$ cat src/rtl/jpeg_pkg.sv
// Shared JPEG constants and the byte-streamer state encoding.
package jpeg_pkg;

  localparam logic [7:0] JPEG_MARK_PREFIX = 8'hFF;
  localparam logic [7:0] JPEG_MARK_EOI    = 8'hD9;

  typedef enum logic [1:0] {
    IDLE,
    STREAM,
    PAD,
    DONE
  } stream_state_t;

endpackage

$ cat src/rtl/byte_fifo2.sv
// Two-entry synchronous byte FIFO; flush wins over push/pop.
module byte_fifo2 (
  input  logic       clk,
  input  logic       rst_n,
  input  logic       push,
  input  logic       pop,
  input  logic       flush,
  input  logic [7:0] din,
  output logic [1:0] count,
  output logic [7:0] head
);

  logic [7:0] mem [2];
  logic       wr_ptr;
  logic       rd_ptr;
  logic [1:0] cnt;
  logic       do_push;
  logic       do_pop;

  assign do_pop  = pop && (cnt != 2'd0);
  assign do_push = push && ((cnt != 2'd2) || do_pop);

  always_ff @(posedge clk) begin
    if (!rst_n || flush) begin
      wr_ptr <= 1'b0;
      rd_ptr <= 1'b0;
      cnt    <= '0;
    end else begin
      if (do_push) wr_ptr <= ~wr_ptr;
      if (do_pop)  rd_ptr <= ~rd_ptr;
      case ({do_push, do_pop})
        2'b10:   cnt <= cnt + 2'd1;
        2'b01:   cnt <= cnt - 2'd1;
        default: cnt <= cnt;
      endcase
    end
  end

  always_ff @(posedge clk) begin
    if (do_push && !flush) mem[wr_ptr] <= din;
  end

  assign count = cnt;
  assign head  = mem[rd_ptr];

endmodule

$ cat src/rtl/jpeg_byte_streamer.sv
// Streams a JPEG image from byte memory to the decoder, stopping at EOI or
// length, then pads with 0x00 until the pixel sink finishes or the budget ends.
module jpeg_byte_streamer
  import jpeg_pkg::*;
#(
  parameter int ADDR_W = 19,
  parameter int PAD_W  = 16
) (
  input  logic              clk,
  input  logic              rst_n,
  input  logic              start,
  input  logic [ADDR_W:0]   len,
  input  logic [PAD_W-1:0]  pad_len,
  output logic              mem_rd,
  output logic [ADDR_W-1:0] mem_addr,
  input  logic [7:0]        mem_rdata,
  output logic [7:0]        byte_out,
  output logic              byte_valid,
  input  logic              ready,
  input  logic              pix_done,
  output logic              eoi_seen,
  output logic              busy,
  output logic              done
);

  stream_state_t state, state_nx;

  logic [ADDR_W:0]  rd_addr, xfer_cnt, len_q, xfer_nx;
  logic [PAD_W-1:0] pad_len_q, pad_cnt;
  logic             rd_pend, prev_ff, eoi_q;

  logic [1:0] fifo_count, occ;
  logic [7:0] fifo_head, stream_byte;
  logic       fifo_empty, fifo_push, fifo_pop;
  logic       start_ok, stream_valid, pad_valid, s_xfer;
  logic       eoi_hit, len_hit, stream_exit;

  byte_fifo2 u_fifo (
    .clk   (clk),
    .rst_n (rst_n),
    .push  (fifo_push),
    .pop   (fifo_pop),
    .flush (stream_exit),
    .din   (mem_rdata),
    .count (fifo_count),
    .head  (fifo_head)
  );

  // With the FIFO empty the returning read byte is presented directly; if it is
  // not taken it is pushed, so the head holds it stable on the following cycles.
  always_comb begin
    fifo_empty   = (fifo_count == 2'd0);
    occ          = fifo_count + {1'b0, rd_pend};
    start_ok     = start && ((state == IDLE) || (state == DONE));
    stream_valid = (state == STREAM) && (!fifo_empty || rd_pend);
    stream_byte  = fifo_empty ? mem_rdata : fifo_head;
    pad_valid    = (state == PAD) && (pad_cnt != pad_len_q);
    s_xfer       = stream_valid && ready;
    xfer_nx      = xfer_cnt + 1'b1;
    eoi_hit      = s_xfer && prev_ff && (stream_byte == JPEG_MARK_EOI);
    len_hit      = s_xfer && (xfer_nx == len_q);
    stream_exit  = eoi_hit || len_hit;
    fifo_pop     = s_xfer && !fifo_empty;
    fifo_push    = rd_pend && !(fifo_empty && s_xfer);

    mem_rd     = (state == STREAM) && (rd_addr < len_q) && (occ < 2'd2);
    mem_addr   = mem_rd ? rd_addr[ADDR_W-1:0] : '0;
    byte_valid = stream_valid || pad_valid;
    byte_out   = stream_valid ? stream_byte : 8'h00;
    eoi_seen   = eoi_q;
    busy       = (state == STREAM) || (state == PAD);
    done       = (state == DONE);
  end

  always_comb begin
    state_nx = state;
    case (state)
      IDLE, DONE: if (start)       state_nx = (len == '0) ? PAD : STREAM;
      STREAM:     if (stream_exit) state_nx = PAD;
      PAD:        if (pix_done || (pad_cnt == pad_len_q)) state_nx = DONE;
      default:    state_nx = IDLE;
    endcase
  end

  always_ff @(posedge clk) begin
    if (!rst_n) begin
      state     <= IDLE;
      rd_addr   <= '0;
      xfer_cnt  <= '0;
      len_q     <= '0;
      pad_len_q <= '0;
      pad_cnt   <= '0;
      rd_pend   <= 1'b0;
      prev_ff   <= 1'b0;
      eoi_q     <= 1'b0;
    end else begin
      state <= state_nx;
      if (start_ok) begin
        len_q     <= len;
        pad_len_q <= pad_len;
        rd_addr   <= '0;
        xfer_cnt  <= '0;
        pad_cnt   <= '0;
        rd_pend   <= 1'b0;
        prev_ff   <= 1'b0;
        eoi_q     <= 1'b0;
      end else begin
        rd_pend <= mem_rd && !stream_exit;
        if (mem_rd) rd_addr <= rd_addr + 1'b1;
        if (s_xfer) begin
          xfer_cnt <= xfer_nx;
          prev_ff  <= (stream_byte == JPEG_MARK_PREFIX);
        end
        if (eoi_hit) eoi_q <= 1'b1;
        if (pad_valid && ready && (pad_cnt != '1)) pad_cnt <= pad_cnt + 1'b1;
      end
    end
  end

endmodule

$ cat config.mk
export PLATFORM = sky130hd
export DESIGN_NAME = jpeg_byte_streamer
export DESIGN_NICKNAME = d
export VERILOG_FILES = /design/src/rtl/jpeg_pkg.sv /design/src/rtl/byte_fifo2.sv /design/src/rtl/jpeg_byte_streamer.sv
export SDC_FILE = /design/constraint.sdc
export NUM_CORES = 1
export LEC_CHECK = 0
export ABC_CLOCK_PERIOD_IN_PS = 4500
export CAP_MARGIN = 20
export CORE_AREA = 2 2 173 107
export CTS_CLUSTER_SIZE = 14
export DETAILED_ROUTE_END_ITERATION = 10
export DIE_AREA = 0 0 175 109
export DONT_BUFFER_PORTS = 1
export GPL_TIMING_DRIVEN = 0
export PLACE_DENSITY = 0.57
export SYNTH_ARGS = -nofsm -noshare
export SYNTH_HDL_FRONTEND = slang
export SYNTH_SLANG_ARGS = --single-unit
$ cat constraint.sdc
create_clock -name clk -period 4.5 [get_ports clk]
set_clock_uncertainty 0.05 [all_clocks]
set_input_delay 0.9 -clock clk [delete_from_list [all_inputs] [get_ports clk]]
set_output_delay 0.9 -clock clk [all_outputs]
set_load 0.02 [all_outputs]
==> run metrics, run 1 <==
status finished clean; clock share of power about two fifths; Syn. warnings 0; power per cell area 447.9 nW/um^2; Hold Buf Count CTS 0; Flop pwr share 36.4%; Power Internal ~2.2 mW; Worst-Skew Late Latency 420 ps; clk sinks 118; Hold Path Origin prev_ff; filler instances 1,790; Synth area leader dfxtp_1; initial drt markers about 370; Worst slew margin 31.45%; global route overflow 0; Ports 81; FMAX 237.4 MHz; die height 109 um; sequential cell area fraction in the yosys report 37.50%; dpl hpwl 13,620 um; Synth cell types 65; Comb power frac between 20% and 30%; clock slew at reported path FFs around 60 ps; n_diodes 0; CTS Buffer Depth 2; core box area 17,640 um^2; WHS Endpoint prev_ff; worst-margin pin slew 1015 ps; CP required 3550 ps; worst r2r dst u_fifo.mem[1][7]; maximum VDD drop about 0.22 mV; number of global-route vias before repair 5,207; synth cell count leaders nand2_1, dfxtp_1, nor2_1, xnor2_1, a21boi_0; largest net degree at the start of global routing 17; crit path launch type flop; pre-CTS WS 260.8 ps; fin. max-slew vios 0; antenna violations before repair 0; total die area roughly 19,000 um^2; routed via count 5,621; CP arrival 3260 ps; Cells after Synth 793; CTS Buf Count 17; top-count cell post-synth nand2_1; switching pwr 1.205 mW; area delta synth->final 13.43%; PortBufs 0; RSZ-0062 raised after global routing false; Synthesized Nets around 870; initial core utilization 38.13%; Setup TNS Final 0 ps; final hold vios 0; synthesized flop and latch total 118; prevailing post-synth register cell dfxtp_1; synthesized cell area 6726 um^2; switch share 35.25%; count of nets after finishing 888; CTS H-tree depth 4; asr flop ratio synth 0%; CP Cell Sequence inv_1 > ha_1 > nand3_1 > a2111oi_2 > a21o_1 > buf_2 > clkinv_1 > clkbuf_2 > and2_1; Total Wirelength around 18,000 um; top cells by area, synth dfxtp_1, edfxtp_1, nand2_1; period utilization 93.59%; r2r startpoint xfer_cnt[0]; Clock Tree Root clkbuf_16; Critical Path Sink Type output pin; layout cells sized above 1 9.432%; Total GRT Usage 19.73%; Final Power approximately 3.4 mW; CP max FO 10; top cell type's share of synthesized area 30.36%; total of max-cap violations 0; WL/cell 17.08 um; Setup Viol. Count Final 0; Final Critical Period 4211 ps; Avg Cell Area, Syn 8.482 um^2; Die Wd 175 um; Initial DRT Pass Iterations 6; EDFF count, synth 16; first-pass GRT wire length 28,960 um; Setup CP Type reg2out; worst hold path stage count 2; Residual DRC 0; path depth of the worst reg2reg path 10; cell leakage power 2.801 nW; Final Util 43.25%; final worst setup slack 288.5 ps; R2R setup slack 890 ps; Hold Path Class reg2reg; CTS tree built; ANT nets after route 0; slowest cell on the critical path a2111oi_2; Hold Slack 406.7 ps; CP max stage delay between 500 and 600 ps; via-per-instance ratio around 5.3; Rows 38; GPL Wtd Cong roughly 0.89
-- worst max-delay path by stage --
stage,start,end
floorplan,len_q[9],mem_addr[10]
global placement,len_q[15],mem_addr[14]
detailed placement,len_q[9],mem_addr[11]
CTS,len_q[9],mem_addr[11]
global route,len_q[10],mem_addr[12]
finish,len_q[10],mem_addr[14]
-- what timing repair did --
action,in CTS,in global routing
pin swaps,0,0
resized for setup,1,3
setup buffers,0,0
endpoints found under the setup margin,17,17
-- critical path, delay by kind of cell (launching register included) --
kind | cells | cell delay (ps)
AOI/OAI and AO/OA | 2 | 730
and+or+nand+nor | 2 | 380
adders and majority gates | 1 | 310
buffers and inverters | 4 | 1000
DFF | 1 | 420
-- cell type report --
cell class | count | area, um^2 | area share (%)
Clock inverter | 15 | 142.6 | 1.869
Sequential cell | 118 | 2522 | 33.06
Multi-Input combinational cell | 599 | 3909 | 51.23
Tap cell | 240 | 300.3 | 3.936
Timing Repair Buffer | 2 | 15.01 | 0.1968
Buffer | 43 | 191.4 | 2.509
Inverter | 33 | 123.9 | 1.623
Clock buffer | 17 | 425.4 | 5.576
-- layout by cell type, fill, tap and decap left out, types with 4 or more instances in the layout --
cell type	synthesis	final
nand3_1	26	26
dfxtp_1	102	102
nor2_1	71	71
xnor2_1	49	49
clkbuf_16	0	17
buf_2	4	4
ha_1	25	25
inv_6	0	4
nor4_1	11	9
buf_4	4	6
o21ai_0	18	18
edfxtp_1	16	16
nand2_1	120	120
or2_2	6	6
nor3_1	16	16
inv_1	32	32
a21oi_1	23	23
nand2b_1	7	7
and2_1	21	21
o211ai_1	4	4
and3_1	6	6
or3_1	9	9
nand4_1	24	24
clkbuf_1	32	31
nor2b_1	4	4
a21boi_0	36	36
mux2i_1	17	17
xor2_1	23	23
a31o_2	4	4
a31oi_1	4	4
mux2_2	9	9
o31ai_1	4	4
a21o_1	8	8
-- flip-flops by register name, indices dropped and copies added, names as in the netlist, 2 cells and up, named ones only --
name,flops
len_q,20
rd_addr,20
xfer_cnt,20
pad_cnt,16
pad_len_q,16
u_fifo.mem,16
state,2
u_fifo.count,2
-- power groups by stage --
stage | registers (mW) | logic (mW) | clock network (mW)
after floorplan | 1.23 | 0.611 | 0
after global placement | 1.26 | 0.830 | 0
after detailed placement | 1.27 | 0.836 | 0
after CTS | 1.24 | 0.844 | 1.35
after global routing | 1.25 | 0.951 | 1.40
final | 1.24 | 0.844 | 1.33
-- layer usage --
layer	routed length (um)	vias up	share of wire, %	track usage [%]
met5	0	-	0	0
met4	223	0	1.2	5.298
met3	892	23	4.9	4.324
met2	6967	125	38	26.62
met1	10140	2653	56	30.84
li1	-	2820	-	-
-- through the flow --
stage | instances | instance area (um^2)
floorplan | 793 | 6726
global placement | 1033 | 7027
detailed placement | 1035 | 7054
CTS | 1067 | 7624
global route | 1067 | 7630
finish | 1067 | 7630
-- kinds of logic after synthesis --
logic type | after synthesis | share of synthesized area [%]
flip-flops | 118 | 37.50
AO/OA/AOI/OAI | 128 | 13.17
AND/OR/NAND/NOR | 346 | 25.93
buffers and inverters | 76 | 4.669
XOR/XNOR | 74 | 10.04
multiplexers | 26 | 4.036
adder cells (fa/ha/maj) | 25 | 4.650
Note: power is estimated with default switching activity, not from simulation.
==> inputs of run 2 (changes only) <==
Settings changed: CAP_MARGIN 20 to 10.
==> results of run 2 <==
No change in the layout: final DEF, timing and power equal those of run 1.
